[src/rtl/mipi_csi_pkg.sv]
// Shared types and header/trailer arithmetic for the CSI-2 packet scheduler.
// ECC is the CSI-2 Hamming code over the 24-bit header; CRC-16 is the reflected CCITT form.
package mipi_csi_pkg;

   typedef enum logic [2:0] {
      StIdle,
      StHsWait,
      StHdr,
      StPayload,
      StCrc,
      StEnd,
      StGap
   } state_e;

   localparam logic [5:0] LONG_DT_MIN = 6'h10;

   function automatic logic [7:0] ecc6(input logic [23:0] d);
      logic [5:0] p;
      p[0] = d[0] ^ d[1] ^ d[2] ^ d[4] ^ d[5] ^ d[7] ^ d[10] ^ d[11] ^ d[13] ^ d[16] ^
             d[20] ^ d[21] ^ d[22] ^ d[23];
      p[1] = d[0] ^ d[1] ^ d[3] ^ d[4] ^ d[6] ^ d[8] ^ d[10] ^ d[12] ^ d[14] ^ d[17] ^
             d[20] ^ d[21] ^ d[22] ^ d[23];
      p[2] = d[0] ^ d[2] ^ d[3] ^ d[5] ^ d[6] ^ d[9] ^ d[11] ^ d[12] ^ d[15] ^ d[18] ^
             d[20] ^ d[21] ^ d[22];
      p[3] = d[1] ^ d[2] ^ d[3] ^ d[7] ^ d[8] ^ d[9] ^ d[13] ^ d[14] ^ d[15] ^ d[19] ^
             d[20] ^ d[21] ^ d[23];
      p[4] = d[4] ^ d[5] ^ d[6] ^ d[7] ^ d[8] ^ d[9] ^ d[16] ^ d[17] ^ d[18] ^ d[19] ^
             d[20] ^ d[22] ^ d[23];
      p[5] = d[10] ^ d[11] ^ d[12] ^ d[13] ^ d[14] ^ d[15] ^ d[16] ^ d[17] ^ d[18] ^ d[19] ^
             d[21] ^ d[22] ^ d[23];
      return {2'b00, p};
   endfunction

   // x^16+x^12+x^5+1 processed LSB-first, hence the reflected constant 16'h8408.
   function automatic logic [15:0] crc16_byte(input logic [15:0] c, input logic [7:0] b);
      logic [15:0] r;
      logic        fb;
      r = c;
      for (int i = 0; i < 8; i++) begin
         fb = r[0] ^ b[i];
         r  = r >> 1;
         if (fb) r = r ^ 16'h8408;
      end
      return r;
   endfunction

endpackage

[src/rtl/mipi_csi_pkt_sched_if.sv]
// Requester, control and PHY-side signals of the packet scheduler.
// The scheduler uses the master modport; the requesters/PHY side uses slave.
interface mipi_csi_pkt_sched_if;
   logic        enable;
   logic        req0, req1;
   logic [1:0]  vc0, vc1;
   logic [5:0]  dt0, dt1;
   logic [15:0] wc0, wc1;
   logic [7:0]  pl_data0, pl_data1;
   logic        pl_re0, pl_re1;
   logic        ack0, ack1;
   logic        hs_req;
   logic        re;
   logic [7:0]  data;
   logic        busy;

   modport master (
      input  enable, req0, req1, vc0, vc1, dt0, dt1, wc0, wc1, pl_data0, pl_data1, re,
      output pl_re0, pl_re1, ack0, ack1, hs_req, data, busy
   );

   modport slave (
      output enable, req0, req1, vc0, vc1, dt0, dt1, wc0, wc1, pl_data0, pl_data1, re,
      input  pl_re0, pl_re1, ack0, ack1, hs_req, data, busy
   );
endinterface

[src/rtl/mipi_csi_crc16.sv]
// Byte-wise CRC-16 accumulator: init reloads 16'hFFFF, en folds in one byte.
module mipi_csi_crc16 (
   input  logic        clk_hs,
   input  logic        resetb,
   input  logic        init,
   input  logic        en,
   input  logic [7:0]  din,
   output logic [15:0] crc
);
   import mipi_csi_pkg::*;

   logic [15:0] crc_q;

   always_ff @(posedge clk_hs or negedge resetb) begin
      if (!resetb) begin
         crc_q <= 16'hFFFF;
      end else if (init) begin
         crc_q <= 16'hFFFF;
      end else if (en) begin
         crc_q <= crc16_byte(crc_q, din);
      end
   end

   assign crc = crc_q;
endmodule

[src/rtl/mipi_csi_pkt_sched.sv]
// Two-port CSI-2 packet scheduler: round-robin grant, header/ECC, payload, CRC trailer,
// then an inter-packet gap before the next grant.
module mipi_csi_pkt_sched #(
   parameter int unsigned GAP_CYCLES  = 4,
   parameter logic [5:0]  LONG_DT_MIN = mipi_csi_pkg::LONG_DT_MIN
) (
   input logic                   clk_hs,
   input logic                   resetb,
   mipi_csi_pkt_sched_if.master  bus
);
   import mipi_csi_pkg::*;

   state_e      state_q, state_d;
   logic        port_q, port_d;
   logic        prio_q, prio_d;
   logic [1:0]  vc_q, vc_d;
   logic [5:0]  dt_q, dt_d;
   logic [15:0] wc_q, wc_d;
   logic [15:0] cnt_q, cnt_d;
   logic [1:0]  idx_q, idx_d;

   logic [1:0]  req, pl_re, ack;
   logic        pick, last, hs_req, crc_en, crc_init, is_long;
   logic [7:0]  data, ecc, pl_sel;
   logic [15:0] crc;

   assign req     = {bus.req1, bus.req0};
   assign pick    = (req == 2'b11) ? prio_q : req[1];
   assign is_long = (dt_q >= LONG_DT_MIN);
   assign ecc     = ecc6({wc_q, vc_q, dt_q});
   assign pl_sel  = port_q ? bus.pl_data1 : bus.pl_data0;

   mipi_csi_crc16 u_crc (
      .clk_hs (clk_hs),
      .resetb (resetb),
      .init   (crc_init),
      .en     (crc_en),
      .din    (pl_sel),
      .crc    (crc)
   );

   always_comb begin
      state_d  = state_q;
      port_d   = port_q;
      prio_d   = prio_q;
      vc_d     = vc_q;
      dt_d     = dt_q;
      wc_d     = wc_q;
      cnt_d    = cnt_q;
      idx_d    = idx_q;
      data     = 8'h00;
      hs_req   = 1'b0;
      pl_re    = 2'b00;
      ack      = 2'b00;
      crc_en   = 1'b0;
      crc_init = 1'b0;
      last     = 1'b0;
      unique case (state_q)
         StIdle: begin
            crc_init = 1'b1;
            cnt_d    = '0;
            idx_d    = '0;
            if (bus.enable && (req != 2'b00)) begin
               port_d  = pick;
               prio_d  = ~pick;
               vc_d    = pick ? bus.vc1 : bus.vc0;
               dt_d    = pick ? bus.dt1 : bus.dt0;
               wc_d    = pick ? bus.wc1 : bus.wc0;
               state_d = StHsWait;
            end
         end
         StHsWait: begin
            hs_req = 1'b1;
            data   = {vc_q, dt_q};
            if (bus.re) begin
               idx_d   = 2'd1;
               state_d = StHdr;
            end
         end
         StHdr: begin
            hs_req = 1'b1;
            case (idx_q)
               2'd1:    data = wc_q[7:0];
               2'd2:    data = wc_q[15:8];
               2'd3:    data = ecc;
               default: data = {vc_q, dt_q};
            endcase
            if (bus.re) begin
               if (idx_q == 2'd3) begin
                  idx_d = '0;
                  if (!is_long) begin
                     last = 1'b1;
                  end else if (wc_q == 16'd0) begin
                     state_d = StCrc;
                  end else begin
                     cnt_d   = wc_q;
                     state_d = StPayload;
                  end
               end else begin
                  idx_d = idx_q + 2'd1;
               end
            end
         end
         StPayload: begin
            hs_req        = 1'b1;
            data          = pl_sel;
            pl_re[port_q] = bus.re;
            crc_en        = bus.re;
            if (bus.re) begin
               if (cnt_q == 16'd1) begin
                  cnt_d   = '0;
                  state_d = StCrc;
               end else begin
                  cnt_d = cnt_q - 16'd1;
               end
            end
         end
         StCrc: begin
            hs_req = 1'b1;
            data   = idx_q[0] ? crc[15:8] : crc[7:0];
            if (bus.re) begin
               if (idx_q[0]) last = 1'b1;
               else          idx_d = 2'd1;
            end
         end
         StEnd: begin
            if (!bus.re) begin
               cnt_d   = '0;
               state_d = StGap;
            end
         end
         StGap: begin
            cnt_d = cnt_q + 16'd1;
            if ((cnt_q + 16'd1) >= 16'(GAP_CYCLES)) begin
               cnt_d   = '0;
               state_d = StIdle;
            end
         end
         default: state_d = StIdle;
      endcase
      if (last) begin
         ack[port_q] = 1'b1;
         idx_d       = '0;
         state_d     = StEnd;
      end
   end

   always_ff @(posedge clk_hs or negedge resetb) begin
      if (!resetb) begin
         state_q <= StIdle;
         port_q  <= 1'b0;
         prio_q  <= 1'b0;
         vc_q    <= '0;
         dt_q    <= '0;
         wc_q    <= '0;
         cnt_q   <= '0;
         idx_q   <= '0;
      end else begin
         state_q <= state_d;
         port_q  <= port_d;
         prio_q  <= prio_d;
         vc_q    <= vc_d;
         dt_q    <= dt_d;
         wc_q    <= wc_d;
         cnt_q   <= cnt_d;
         idx_q   <= idx_d;
      end
   end

   assign bus.data   = data;
   assign bus.hs_req = hs_req;
   assign bus.pl_re0 = pl_re[0];
   assign bus.pl_re1 = pl_re[1];
   assign bus.ack0   = ack[0];
   assign bus.ack1   = ack[1];
   assign bus.busy   = (state_q != StIdle);
endmodule

[src/flat_wrapper.sv]
// flat-port wrapper written by rule: the top's interface ports become plain ports
module mipi_csi_pkt_sched_flat import mipi_csi_pkg::*;
#(
   parameter int unsigned GAP_CYCLES  = 4,
   parameter logic [5:0]  LONG_DT_MIN = mipi_csi_pkg::LONG_DT_MIN
)
  (clk_hs, resetb, bus_enable, bus_req0, bus_req1, bus_vc0, bus_vc1, bus_dt0, bus_dt1, bus_wc0, bus_wc1, bus_pl_data0, bus_pl_data1, bus_re, bus_pl_re0, bus_pl_re1, bus_ack0, bus_ack1, bus_hs_req, bus_data, bus_busy);
  mipi_csi_pkt_sched_if bus_i ();
  input logic clk_hs;
  input logic resetb;
  input wire logic [$bits(bus_i.enable)-1:0] bus_enable;
  input wire logic [$bits(bus_i.req0)-1:0] bus_req0;
  input wire logic [$bits(bus_i.req1)-1:0] bus_req1;
  input wire logic [$bits(bus_i.vc0)-1:0] bus_vc0;
  input wire logic [$bits(bus_i.vc1)-1:0] bus_vc1;
  input wire logic [$bits(bus_i.dt0)-1:0] bus_dt0;
  input wire logic [$bits(bus_i.dt1)-1:0] bus_dt1;
  input wire logic [$bits(bus_i.wc0)-1:0] bus_wc0;
  input wire logic [$bits(bus_i.wc1)-1:0] bus_wc1;
  input wire logic [$bits(bus_i.pl_data0)-1:0] bus_pl_data0;
  input wire logic [$bits(bus_i.pl_data1)-1:0] bus_pl_data1;
  input wire logic [$bits(bus_i.re)-1:0] bus_re;
  output wire logic [$bits(bus_i.pl_re0)-1:0] bus_pl_re0;
  output wire logic [$bits(bus_i.pl_re1)-1:0] bus_pl_re1;
  output wire logic [$bits(bus_i.ack0)-1:0] bus_ack0;
  output wire logic [$bits(bus_i.ack1)-1:0] bus_ack1;
  output wire logic [$bits(bus_i.hs_req)-1:0] bus_hs_req;
  output wire logic [$bits(bus_i.data)-1:0] bus_data;
  output wire logic [$bits(bus_i.busy)-1:0] bus_busy;
  assign bus_i.enable = bus_enable;
  assign bus_i.req0 = bus_req0;
  assign bus_i.req1 = bus_req1;
  assign bus_i.vc0 = bus_vc0;
  assign bus_i.vc1 = bus_vc1;
  assign bus_i.dt0 = bus_dt0;
  assign bus_i.dt1 = bus_dt1;
  assign bus_i.wc0 = bus_wc0;
  assign bus_i.wc1 = bus_wc1;
  assign bus_i.pl_data0 = bus_pl_data0;
  assign bus_i.pl_data1 = bus_pl_data1;
  assign bus_i.re = bus_re;
  assign bus_pl_re0 = bus_i.pl_re0;
  assign bus_pl_re1 = bus_i.pl_re1;
  assign bus_ack0 = bus_i.ack0;
  assign bus_ack1 = bus_i.ack1;
  assign bus_hs_req = bus_i.hs_req;
  assign bus_data = bus_i.data;
  assign bus_busy = bus_i.busy;
  mipi_csi_pkt_sched #(.GAP_CYCLES(GAP_CYCLES), .LONG_DT_MIN(LONG_DT_MIN)) u_core (.clk_hs(clk_hs), .resetb(resetb), .bus(bus_i));
endmodule
[config.mk]
export PLATFORM = sky130hd
export DESIGN_NAME = mipi_csi_pkt_sched_flat
export DESIGN_NICKNAME = d
export VERILOG_FILES = /design/src/rtl/mipi_csi_pkg.sv /design/src/rtl/mipi_csi_pkt_sched_if.sv /design/src/rtl/mipi_csi_crc16.sv /design/src/rtl/mipi_csi_pkt_sched.sv /design/src/flat_wrapper.sv
export SDC_FILE = /design/constraint.sdc
export NUM_CORES = 1
export LEC_CHECK = 0
export BUFFER_PORTS_ARGS = -buffer_cell sky130_fd_sc_hd__buf_2
export CAP_MARGIN = 20
export CORE_MARGIN = 1.5
export CORE_UTILIZATION = 55
export CTS_BUF_LIST = sky130_fd_sc_hd__clkbuf_8
export DETAILED_ROUTE_END_ITERATION = 7
export MAX_ROUTING_LAYER = met4
export PLACE_DENSITY = 0.78
export SLEW_MARGIN = 30
export SYNTH_ARGS = -nofsm -noshare
export SYNTH_HDL_FRONTEND = slang
export SYNTH_SLANG_ARGS = --single-unit
export TNS_END_PERCENT = 100
[constraint.sdc]
create_clock -name clk_hs -period 3.8 [get_ports clk_hs]
set_input_delay 0.38 -clock clk_hs [delete_from_list [all_inputs] [get_ports clk_hs]]
set_output_delay 0.38 -clock clk_hs [all_outputs]
set_load 0.02 [all_outputs]
# Word-level counts from Yosys, hierarchy flattened
# Index checks and enable logic that the tools add are counted.
# W data, S select, Z words.
# op_classes
addsub	3
order_cmp	4
eq_ne	29
mux	73
n_bitwise	91
n_reduce_logical	15
# ops
op	n
$mux W16	33
$xor A1 B1 Y1	81
$pmux W16 S5	1
$mux W3	11
$pmux W8 S4	1
$not A2 Y3	8
$pmux W8 S3	1
$pmux W3 S7	1
$mux W2	9
$add A16 B1 Y16 const B	1
$eq A16 B1 Y1 const B	1
$ge A16 B3 Y1 const B	1
$logic_not A16 Y1	1
$mux W8	2
$sub A16 B1 Y16 const B	1
$ne A3 B1 Y1 const B	5
$ne A3 B2 Y1 const B	5
$mux W1	10
$reduce_and A10 Y1	1
$reduce_bool A5 Y1	2
$eq A3 B3 Y1 const B	3
$ne A2 B2 Y1 const B	4
$pmux W2 S4	1
$reduce_and A7 Y1	1
23 further kinds	30
# totals
regBits	63
input_bits	70
output_inout_bits	14
elab_cells	225

# Depth between registers and ports, before layout
# depth
word_depth	33
ltp_mapped	9
depth_no_buf	9

# By module
# From an unflattened synthesis, not the netlist that was laid out.
# hier_totals
hier_cells	582
area_unflattened_um2	5106.1
# modules_own_cells
module	n_inst	cells_per_inst	area_per_inst_um2	seq_area_each_um2
mipi_csi_pkt_sched	1	500	4078.9	1176.1
mipi_csi_crc16	1	82	1027.2	420.4

# Worst setup path before layout
# OpenSTA, ideal clock, no wires.
# synth_timing
path_kind	register -> output
from	register u_core.idx_q[0]
to	output bus_data[3]
arrival_time_ps	2017
required_ps	3420
path_slack_ps	1403
path_stages_with_launch	8
n_path_buf	2
path_cell_list	dfrtp_1 -> clkbuf_1 -> inv_2 -> ha_1 -> clkbuf_1 -> inv_1 -> nor3_1 -> o31ai_1
# synth_via
elab_chain_len	3
elab_cells_between_ends	6
classes_between	eq/ne (3); mux (3)
# synth_lines
item	line_no	text
from (decl)	mipi_csi_pkt_sched.sv:20	logic [1:0] idx_q, idx_d;
from (signal assigned)	mipi_csi_pkt_sched.sv:166	idx_q <= idx_d;
$eq A2 B2 Y1 / $eq A2 B1 Y1 (equally long branches)	mipi_csi_pkt_sched.sv:82	case (idx_q)
$pmux W8 S3	mipi_csi_pkt_sched.sv:82	
$pmux W8 S4 (*)	mipi_csi_pkt_sched.sv:58	unique case (state_q)
to (decl)	flat_wrapper.sv:28	output wire logic [$bits(bus_i.data)-1:0] bus_data;
# Mark *: on every way between the ends. The rest lies on a longest branch, timed or not.

# Worst setup path after layout
# layout_timing
from	register u_core.state_q[1]
to	output bus_data[0]
# layout_via
elab_chain_len	2
elab_cells_between_ends	5
classes_between	eq/ne (4); mux (1)
# layout_lines
item	line_no	text
from (decl)	mipi_csi_pkt_sched.sv:13	state_e state_q, state_d;
from (signal assigned)	mipi_csi_pkt_sched.sv:150	state_q <= StIdle;
from (signal assigned)	mipi_csi_pkt_sched.sv:159	state_q <= state_d;
$eq A3 B3 Y1, or another cell as far along	mipi_csi_pkt_sched.sv:58	
$pmux W8 S4 (*)	mipi_csi_pkt_sched.sv:58	
# Marked as above.

==> key figures <==
Die
  • Starting Density: 0.566
  • I/O pin count: 84
  • Core Region: between 0.008 and 0.009 mm^2
  • Die ar.: 0.00950 mm^2
  • Die Wd: 97.5 um
  • # rows: 34
  • Die Height: a little under 100 um

Clock network
  • Hold_buf cts: 0
  • Clock transition at the registers of the reported paths: 0.07 ns
  • Clock latency on the worst-skew pair: 0.35 ns
  • CTS tree: yes
  • CTS Sinks: between 60 and 70
  • Total CTS buffers: 9
  • Max clock buf depth: 2
  • Cts repair resizes: 0
  • CTS HTree Levels: 3
  • Setup Buffers After CTS: 0
  • Root buf cell: clkbuf_8

Global route
  • GRT Max-Usage Layer: met2
  • Largest net degree at the start of global routing: 53
  • GR Layer Usage met1: 0.384
  • Total GRT Usage: 0.294
  • First-pass GRT wire length: approximately 22,000 um
  • GR Overflow Total: 0
  • Initial antenna violation count: 0
  • GR Util met2: 0.462
  • Vias in the first global route: 4,549
  • GR Util met3: 0.0475

Setup path
  • Crit path kind: reg2out
  • Crit path launch type: register
  • Crit end category: output port
  • Worst Path Required: ~3.4 ns
  • CP arrival: between 2 and 3 ns
  • Crit-path max FO: 22

Run
  • Max cap viols: 0

Logic synthesis
  • Largest family of logic cells by synthesized area: compound AO/OA/AOI/OAI gates
  • Mux cell area share after synthesis: 0.0859
  • Syn Nets: 658
  • Synth warnings: 0
  • Post-Synthesis Cells: 579
  • Xor-xnor portion of the synthesized cell area: 0.147
  • Area of the mapped netlist: 0.00491 mm^2
  • Synth Register Bits: 63
  • Synth Area in Simple Gates: 0.156
  • Sequential share of the synthesized area: 0.325
  • Synth unique cells: 62
  • Synth Area in Compound Gates: 0.200
  • Synth Flop Type: dfrtp_1
  • Post-Synth Adder-Cell Area: 0.0250
  • Ys async rst share: 1.00
  • Mean Syn Cell Area: about 8.5 um^2
  • Number of synthesized flops with an enable pin: 0

Routing
  • DR vias: between 4,000 and 5,000
  • Drt via density: 6.20
  • DRT Wirelength: 13,000 um
  • DR iter-0 viols: 289
  • DR DRC count: 0
  • Routed length per instance: 17.6 um
  • Pre-Repair DR Iteration Count: 6
  • Post-DRT Antenna Nets: 0

Final layout
  • N_diodes: 0
  • Fin area: 0.00553 mm^2
  • Layout area overhead: 12.7%
  • Commonest non-fill, non-tap cell in the layout: buf_2
  • Share of cells above drive strength 1: 0.215
  • Final Non-Filler Cells: 741
  • Final core utilization: 0.638
  • NumNets Final: roughly 710
  • Most frequent cells in the layout: 82 x buf_2, 60 x xnor2_1, 50 x nand2_1, 49 x o21ai_1, 47 x dfrtp_1

Timing
  • Setup WS post-layout: 0.679 ns
  • Final setup fails: 0
  • Max Clock Freq: about 0.32 GHz
  • Worst Tran Pin Value: 0.798 ns
  • RSZ-0062 raised after global routing: no
  • Setup TNS: 0 ns
  • Fin. max-slew vios: 0
  • Max-slew headroom: 0.468
  • Final Hold Viols: 0
  • Clock skew: between 0.01 and 0.015 ns
  • Fin crit period: around 3.1 ns
  • Final period util: 0.821

Power
  • Leak: 2.44 nW
  • Logic pwr share: 0.636
  • Int Pwr: slightly above 3 mW
  • Switching Share: 0.484
  • Clk pwr share: 0.111
  • Worst vdd ir: between 0.5 and 0.6 mV
  • Pwr/cell area: around 1100 mW/mm^2
  • Sequential power share: 0.253
  • Psw: 2.93 mW

Place
  • Post-detail-place hpwl: between 9000 and 10,000 um
  • Area post-placement: 0.00531 mm^2
  • Placed insts: 725
  • Port Buffers: 83
  • Post-place setup slack: 1.11 ns
  • GPL Wtd Cong: 0.957

Min path
  • Worst hold path class: in2async

Status
  • Run status: completed
==> final timing paths <==
path,from,end,slack [ns],cells after the start
hold reg to reg,u_core.prio_q,u_core.prio_q,0.55,1
hold / removal,resetb,u_core.wc_q[13],0.06,1
max in group asynchronous,resetb,u_core.u_crc.crc[12],3.01,2
setup reg to reg,u_core.state_q[0],u_core.cnt_q[14],1.11,7
setup / recovery,u_core.state_q[1],bus_data[0],0.68,5
min in group clk_hs,bus_wc1[13],u_core.wc_q[13],0.31,3
==> power groups by stage <==
stage	clock network [mW]	logic [mW]	registers, mW
final	0.671	3.85	1.53
after global routing	0.701	4.20	1.58
after CTS	0.673	3.78	1.51
after floorplan	0	3.29	1.15
after detailed placement	0	3.75	1.52
after global placement	0	3.68	1.51
==> critical path, cell delays in order (launching register included) <==
cell and delay, ns:
dfrtp_1 0.68, nor2b_1 0.43, and2_1 0.71, o21ai_0 0.21
o21ai_1 0.17, buf_2 0.18
==> sequential cells by signal, summed over array words and instances (netlist names), 2 cells and up <==
| register | cells |
|---|---|
| u_core.cnt_q | 16 |
| u_core.vc_q | 2 |
| u_core.dt_q | 6 |
| u_core.u_crc.crc | 16 |
| u_core.wc_q | 16 |
| u_core.state_q | 3 |
| u_core.idx_q | 2 |
==> metal layers <==
metal / routed length (um) / vias up / share of wire
met1: 5580 / 2186 / 0.43
met4: 240 / 0 / 0.018
li1: - / 2160 / -
met5: 0 / - / 0
met3: 974 / 23 / 0.075
met2: 6240 / 225 / 0.48
==> cell type report <==
cell class	instances	area (um^2)
inverter	24	90.1
tap	108	135
multi-input combinational	440	3020
clock inverter	5	72.6
timing repair buffer	90	470
fill	746	3140
clock buffer	11	151
sequential	63	1600
==> cells by family after synthesis <==
| family | count (synthesis) |
|---|---|
| AO/OA/AOI/OAI | 158 |
| AND/OR/NAND/NOR | 149 |
| XOR/XNOR | 81 |
| buffers and inverters | 76 |
| flip-flops | 63 |
| multiplexers | 42 |
| adder cells (fa/ha/maj) | 10 |
==> synth_stat cells, types with 3 or more instances <==
library cell  instances  share of area
buf_1                 5         0.0038
nand2_1              50          0.038
o22ai_1              12          0.015
a211o_1               3         0.0054
a21oi_1              39          0.040
nand3_1              10          0.010
xnor2_1              60           0.11
mux2i_1              41          0.084
xor2_1               20          0.036
nor2_1               23          0.018
nand4_1               5         0.0064
buf_2                 4         0.0041
nor4_1                5         0.0064
o211ai_1              3         0.0046
and3_1                3         0.0038
nor2b_1               5         0.0064
a211oi_1              3         0.0046
o21ai_0               8         0.0082
inv_2                 6         0.0046
a221o_1               7          0.014
and2_1                3         0.0038
inv_1                18          0.014
dfstp_2              16          0.086
a221oi_1              3         0.0054
o21ai_1              50          0.051
o31ai_1               3         0.0046
a32oi_1               3         0.0054
clkbuf_1             42          0.032
ha_1                  9          0.023
dfrtp_1              47           0.24
and4_1                3         0.0054
a22oi_1              12          0.018
nor3_1               26          0.027
==> stage by stage <==
step                hold WS (ns)  total power, mW
global placement           0.519             5.18
floorplan                 0.0844             4.45
CTS                       0.0628             5.97
finish                    0.0605             6.05
global route               0.103             6.48
detailed placement         0.437             5.28
Power figures use the tool's default switching activity.
